## src/rtl/pipeline_hazard_ctrl.sv

```systemverilog
// Pipeline load/flush sequencer: merges cache wait states, load-use hazards and
// taken control transfers into per-stage strobes, and keeps stall/flush counters.
module pipeline_hazard_ctrl #(
  parameter int CNT_W = 32
) (
  input  logic             clk,
  input  logic             rst,
  input  logic             imem_resp,
  input  logic             dmem_req,
  input  logic             dmem_resp,
  input  logic [4:0]       id_rs1_addr,
  input  logic [4:0]       id_rs2_addr,
  input  logic [4:0]       ex_rd,
  input  logic             ex_mem_read,
  input  logic             ex_br_taken,
  output logic             imem_read,
  output logic             dmem_en,
  output logic             load_pc,
  output logic             load_if_id,
  output logic             load_id_ex,
  output logic             load_ex_mem,
  output logic             load_mem_wb,
  output logic             flush_if_id,
  output logic             flush_id_ex,
  output logic [CNT_W-1:0] stall_cnt,
  output logic [CNT_W-1:0] flush_cnt
);

  // Cache handshake: a request (imem_read / dmem_en) stays high until the
  // matching *_resp pulse; a response seen while frozen is remembered in a
  // done flag so the request is dropped rather than re-issued.
  logic imem_done;
  logic dmem_done;
  logic imem_wait;
  logic dmem_wait;
  logic advance;
  logic lu_hazard;
  logic br_act;

  always_comb begin
    imem_wait = ~imem_done & ~imem_resp;
    dmem_wait = dmem_req & ~dmem_done & ~dmem_resp;
    advance   = ~imem_wait & ~dmem_wait;
    lu_hazard = ex_mem_read & (ex_rd != 5'd0) &
                ((ex_rd == id_rs1_addr) | (ex_rd == id_rs2_addr));
    br_act    = ~rst & advance & ex_br_taken;
  end

  always_comb begin
    imem_read   = ~rst & ~imem_done;
    dmem_en     = ~rst & dmem_req & ~dmem_done;
    load_pc     = 1'b0;
    load_if_id  = 1'b0;
    load_id_ex  = 1'b0;
    load_ex_mem = 1'b0;
    load_mem_wb = 1'b0;
    flush_if_id = 1'b0;
    flush_id_ex = 1'b0;
    if (!rst && advance) begin
      load_ex_mem = 1'b1;
      load_mem_wb = 1'b1;
      if (ex_br_taken) begin
        // Redirect: squash the two younger instructions.
        load_pc     = 1'b1;
        flush_if_id = 1'b1;
        flush_id_ex = 1'b1;
      end else if (lu_hazard) begin
        // Hold PC and IF/ID, insert a bubble behind the load.
        flush_id_ex = 1'b1;
      end else begin
        load_pc    = 1'b1;
        load_if_id = 1'b1;
        load_id_ex = 1'b1;
      end
    end
  end

  always_ff @(posedge clk) begin
    if (rst) begin
      imem_done <= 1'b0;
      dmem_done <= 1'b0;
      stall_cnt <= '0;
      flush_cnt <= '0;
    end else begin
      if (advance) begin
        imem_done <= 1'b0;
        dmem_done <= 1'b0;
      end else begin
        imem_done <= imem_done | imem_resp;
        dmem_done <= dmem_done | dmem_resp;
        stall_cnt <= stall_cnt + {{(CNT_W-1){1'b0}}, 1'b1};
      end
      if (br_act) flush_cnt <= flush_cnt + {{(CNT_W-1){1'b0}}, 1'b1};
    end
  end

endmodule

```

## config.mk

```make
export PLATFORM = sky130hd
export DESIGN_NAME = pipeline_hazard_ctrl
export DESIGN_NICKNAME = d
export VERILOG_FILES = /design/src/rtl/pipeline_hazard_ctrl.sv
export SDC_FILE = /design/constraint.sdc
export NUM_CORES = 1
export LEC_CHECK = 0
export CAP_MARGIN = 10
export CORE_ASPECT_RATIO = 0.75
export CORE_MARGIN = 3
export CORE_UTILIZATION = 40
export CTS_CLUSTER_DIAMETER = 60
export DETAILED_ROUTE_END_ITERATION = 8
export DONT_BUFFER_PORTS = 1
export PLACE_DENSITY = 0.62
export SLEW_MARGIN = 0
export SYNTH_ARGS = -nofsm -noshare
export SYNTH_HDL_FRONTEND = slang
export SYNTH_SLANG_ARGS = --single-unit
```

## constraint.sdc

```tcl
create_clock -name clk -period 2.2 [get_ports clk]
set_input_delay 0.44 -clock clk [delete_from_list [all_inputs] [get_ports clk]]
set_output_delay 0.44 -clock clk [all_outputs]
set_load 0.02 [all_outputs]
```

# Word level (Yosys, flattened, before mapping)
# Cells that the tools add are included.
# W data, S select, Z words.
dict set report totals {
  reg_bits 66
  elab_cells 44
  output_inout_bits 73
  in_bits 22
}
dict set report classes {
  n_bitwise 21
  n_eq_ne 2
  mux 11
  n_reduce_logical 4
  addsub 2
}
# cell count
set ops {}
lappend ops {{$add A32 B1 Y32 const B} 2}
lappend ops {{$and A1 B1 Y1} 11}
lappend ops {{$mux W1} 11}
lappend ops {{$eq A5 B5 Y1} 2}
lappend ops {{$not A1 Y1} 7}
lappend ops {{$reduce_bool A5 Y1} 1}
lappend ops {{$or A1 B1 Y1} 3}
lappend ops {{$reduce_or A2 Y1} 1}
lappend ops {{$logic_and A1 B1 Y1} 1}
lappend ops {{$logic_not A1 Y1} 1}

# Logic depth before layout (Yosys ltp)
dict set report depth {
  word_depth 7
  depth_mapped 7
  mapped_depth_nobuf 5
}

# Worst setup path after synthesis
# Ideal clock, no wire load.
dict set report synth_path {
  path_kind {input to output}
  from {input ex_rd[1]}
  to {output load_if_id}
  setup_slack_ns -0.988
  arrival_ns 2.748
  cell_stages 5
  n_path_buf 1
  cell_sequence {or4_1 > o21ai_1 > inv_2 > a2111oi_0 > buf_4}
}
dict set report synth_between {
  elab_chain_len 6
  elab_cells_between_ends 9
  cone_classes {eq/ne: 2; mux: 3; bitwise: 3; reduce/logical: 1}
}
# item line_no
set synth_rtl {}
lappend synth_rtl {{start: declaration} 13} ;# input logic [4:0] ex_rd,
lappend synth_rtl {{$eq A5 B5 Y1 / $reduce_bool A5 Y1 (equally long branches)} {45, 44}}
lappend synth_rtl {{$or A1 B1 Y1 / $and A1 B1 Y1 (equally long branches)} {45, 44}}
lappend synth_rtl {{$and A1 B1 Y1 (*)} 44} ;# lu_hazard = ex_mem_read & (ex_rd != 5'd0) &
lappend synth_rtl {{$mux W1 (*) (3 in a row)} n/a}
lappend synth_rtl {{end: declaration} 19} ;# output logic load_if_id,
# Mark *: on every way between the ends. The rest lies on a longest branch, timed or not.

# Final worst setup path
dict set report layout_path {
  from {register dmem_done}
  to {register flush_cnt[18]}
}
dict set report layout_between {
  elab_chain_len 7
}
# item line_no
set layout_rtl {}
lappend layout_rtl {{start: declaration} 33} ;# logic dmem_done;
lappend layout_rtl {{start signal: assignment} 90} ;# dmem_done <= dmem_done | dmem_resp;
lappend layout_rtl {{$not A1 Y1} 42} ;# dmem_wait = dmem_req & ~dmem_done & ~dmem_resp;
lappend layout_rtl {{$and A1 B1 Y1 (2 in a row)} 42}
lappend layout_rtl {{$not A1 Y1} 43} ;# advance = ~imem_wait & ~dmem_wait;
lappend layout_rtl {{$and A1 B1 Y1} 43}
lappend layout_rtl {{$and A1 B1 Y1 (2 in a row)} 46} ;# br_act = ~rst & advance & ex_br_taken;
lappend layout_rtl {{end signal: assignment} 93} ;# if (br_act) flush_cnt <= flush_cnt + {{(CNT_W-1){1'b0}}, 1'b1};
lappend layout_rtl {{end: declaration} 26} ;# output logic [CNT_W-1:0] flush_cnt
# Every way passes these cells.
# A chain may end at the register's enable or synchronous reset.

==> run metrics <==
GRT Residual Overflow 0; WP data required 2.45 ns; Post-Layout Cell Count between 500 and 600; crit path kind reg -> reg; Nets 492; die area 9770 µm²; CTS buffer count 9; dpl ws -0.00990 ns; Avg Cell Area, Syn roughly 8.3 µm²; type of the most critical hold path in -> reg; Max Slew Vio Count 0; number of synthesized flops with an enable pin 0; initial antenna violation count 0; DRC Markers 0; H-tree level count 3; die height about 86 µm; final weighted congestion in routability-driven placement 0.803; clock-pin slew on the worst setup and hold paths 0.06 ns; Area growth syn-to-layout 26.4%; FFs w/ async S/R, synth 0%; global-route wire length before repair between 15000 and 20000 µm; Resize count post-CTS 1; Final TNS setup 0 ns; YS warnings 0; pwr dens 666 nW/µm²; Final Setup Violations 0; final core utilization between 50% and 60%; Slew headroom 56.2%; Register Area approximately 1300 µm²; Total GRT Usage 20.3%; Top FF cell, synth dfxtp_1; Cell Count Post-Placement 562; Slew @ Worst Pin 0.656 ns; ranking of synthesized cells by area dfxtp_1 (38%), or4_1 (9.8%), a21oi_1 (7.0%); antenna viol nets, final 0; crit path DAT 2.38 ns; crit-path cells nor3b_2, buf_4, or4_1, buf_4, buf_4, or3_1, a21oi_1; final hold vios 0; status finished, final reports clean; Critical Path Max Stage Delay 0.51 ns; Synth Cell Area 3440 µm²; Clk Latency, worst-skew pair about 0.33 ns; Final HPWL DP 6850 µm; Initial Util a little over two fifths; Post-CTS Setup Repair Bufs 0; initial DRC count 207; slowest stage cell on the critical path or4_1; CP Max Fanout 30; CTS Hold Bufs 0; Port Buffers 0; vias after detailed routing 3444; Worst Setup End Kind flop; Worst path most repeated cell buf_4; CP Buf/Inv Count 3; clock tree buffer depth 2; gate count of the mapped netlist a little over 400; area occupied by multi-input gates 1990 µm²; Synth Area in Adders less than 1%; row cnt 28; worst hold margin 0.185 ns; worst IR drop on VDD between 0.0003 and 0.0004 V; Synth Register Bits 66; I/O pin cnt 95; Synth Area in Simple Gates 29.2%; Clock Sinks 66; drt first pass iters 4; post-synthesis xor/xnor area fraction 5.85%; mux contribution to synthesized area 0.944%; Crit path max-delay family simple AND/OR/NAND/NOR gates; cell taking the most area after synthesis dfxtp_1; CTS root buffer clkbuf_16; WL final between 9000 and 10000 µm; ant diodes 0; distinct cell type count after synthesis 47; complex-gate fraction of the synthesized area 19.8%; Max Cap Violations 0; nature of the critical path startpoint flop; Worst Skew 0.00762 ns; sequential area share after synthesis 38.4%; Post-Syn Nets 438; Final period util between 90% and 100%; largest family of logic cells by synthesized area simple AND/OR/NAND/NOR gates; Leakage 1.42 nW; chip width between 100 and 150 µm; CTS tree yes; DR vias/cell 5.96; WL per Instance 16.4 µm; top-area cell type share of the netlist area a little under two fifths; FILL cells 757; Final WS setup 0.0749 ns; core footprint 8130 µm²; fraction of layout cells with a size suffix above 1 21.6%; minimum clock period roughly 2.1 ns; vias in the first global route around 3400; largest net degree at the start of global routing 76; maximum clock frequency 0.471 GHz
## cells in the final DEF, fill, tap and decap left out, drive strengths merged, types with 3 or more instances in the layout
cell type  Yosys  routed
inv           10      10
and4           6       6
nand3         18      18
buf           14      72
dfxtp         66      66
xor2           5       5
nand4         17      17
xnor2         18      18
clkbuf        15      10
nor3           3       3
o21ai         18      18
clkinv         0       3
a21oi         48      48
nand2         28      28
nor2          21      21
or3           15      15
nor4           3       3
o31ai         32      32
o211ai         3       3
or4           45      45
## state kept, by name (all words and copies together), names as in the netlist
name,cells
imem_done,1
dmem_done,1
flush_cnt,32
stall_cnt,32
## metrics by stage
stage                     cell area (µm²)  total power, mW
after floorplan                      3470             1.35
after global placement               4000             1.37
after detailed placement             4000             1.37
after CTS                            4330             2.93
after global routing                 4350             2.99
final                                4350             2.90
## Yosys cell counts (2+ instances only)
| master | n |
|---|---|
| o2111ai_1 | 2 |
| clkbuf_1 | 15 |
| o21ai_0 | 10 |
| or3_1 | 15 |
| nor4_1 | 3 |
| and4_1 | 6 |
| nand3_1 | 18 |
| o31ai_1 | 32 |
| mux2_1 | 2 |
| nor3_1 | 3 |
| xor2_1 | 5 |
| buf_1 | 4 |
| nand4_1 | 16 |
| a211oi_1 | 2 |
| buf_2 | 6 |
| o211ai_1 | 3 |
| buf_6 | 2 |
| xnor2_1 | 18 |
| or4_1 | 45 |
| or2_2 | 2 |
| buf_4 | 2 |
| nor3b_1 | 2 |
| o21ai_1 | 8 |
| inv_1 | 9 |
| a21oi_1 | 48 |
| nor2b_1 | 2 |
| dfxtp_1 | 66 |
| nand2_1 | 28 |
| nor2_1 | 21 |
| ha_1 | 2 |
## final timing paths
check | from | end | slack, ns | depth (start not counted)
worst min-delay path | rst | flush_cnt[14] | 0.18 | 1
worst min register to register | stall_cnt[26] | stall_cnt[26] | 0.54 | 2
worst max-delay path | dmem_done | flush_cnt[18] | 0.07 | 7
worst max register to register | dmem_done | flush_cnt[18] | 0.07 | 7
## cell families after synthesis
logic type | after synthesis
AO/OA/AOI/OAI | 111
XOR/XNOR | 23
adder cells (fa/ha/maj) | 2
buffers and inverters | 39
flip-flops | 66
multiplexers | 3
AND/OR/NAND/NOR | 170
## layout make-up
| class | count | area share, % |
|---|---|---|
| repair buffers | 72 | 12.5 |
| clock inverters | 6 | 2.07 |
| multi-input cells | 309 | 45.7 |
| clock buffers | 10 | 5.49 |
| well taps | 105 | 3.02 |
| inverters | 10 | 0.862 |
| flip-flops and latches | 66 | 30.4 |
## report_power, final
| part | switching [mW] | internal [mW] | total [mW] |
|---|---|---|---|
| registers | 0.00844 | 1.20 | 1.21 |
| clock network | 0.532 | 1.02 | 1.56 |
| logic | 0.0749 | 0.0573 | 0.132 |
| total | 0.615 | 2.29 | 2.90 |
## worst reg2reg max path: cells and delay by family, from the launching register on
kind / cells / cell delay, ns
AND/OR/NAND/NOR: 3 / 0.93
buffers and inverters: 3 / 0.56
flip-flops: 1 / 0.40
AO/OA/AOI/OAI: 1 / 0.16
## per-layer routing
metal  up-vias  track usage (%)  part of all wire (%)
li1       1695                -                     -
met1      1620             26.6                    45
met2       120             31.7                    44
met3         9             6.63                   9.3
met4         0             6.88                   1.2
met5         -                0                     0
No activity file was read; power rests on OpenSTA's default activity.
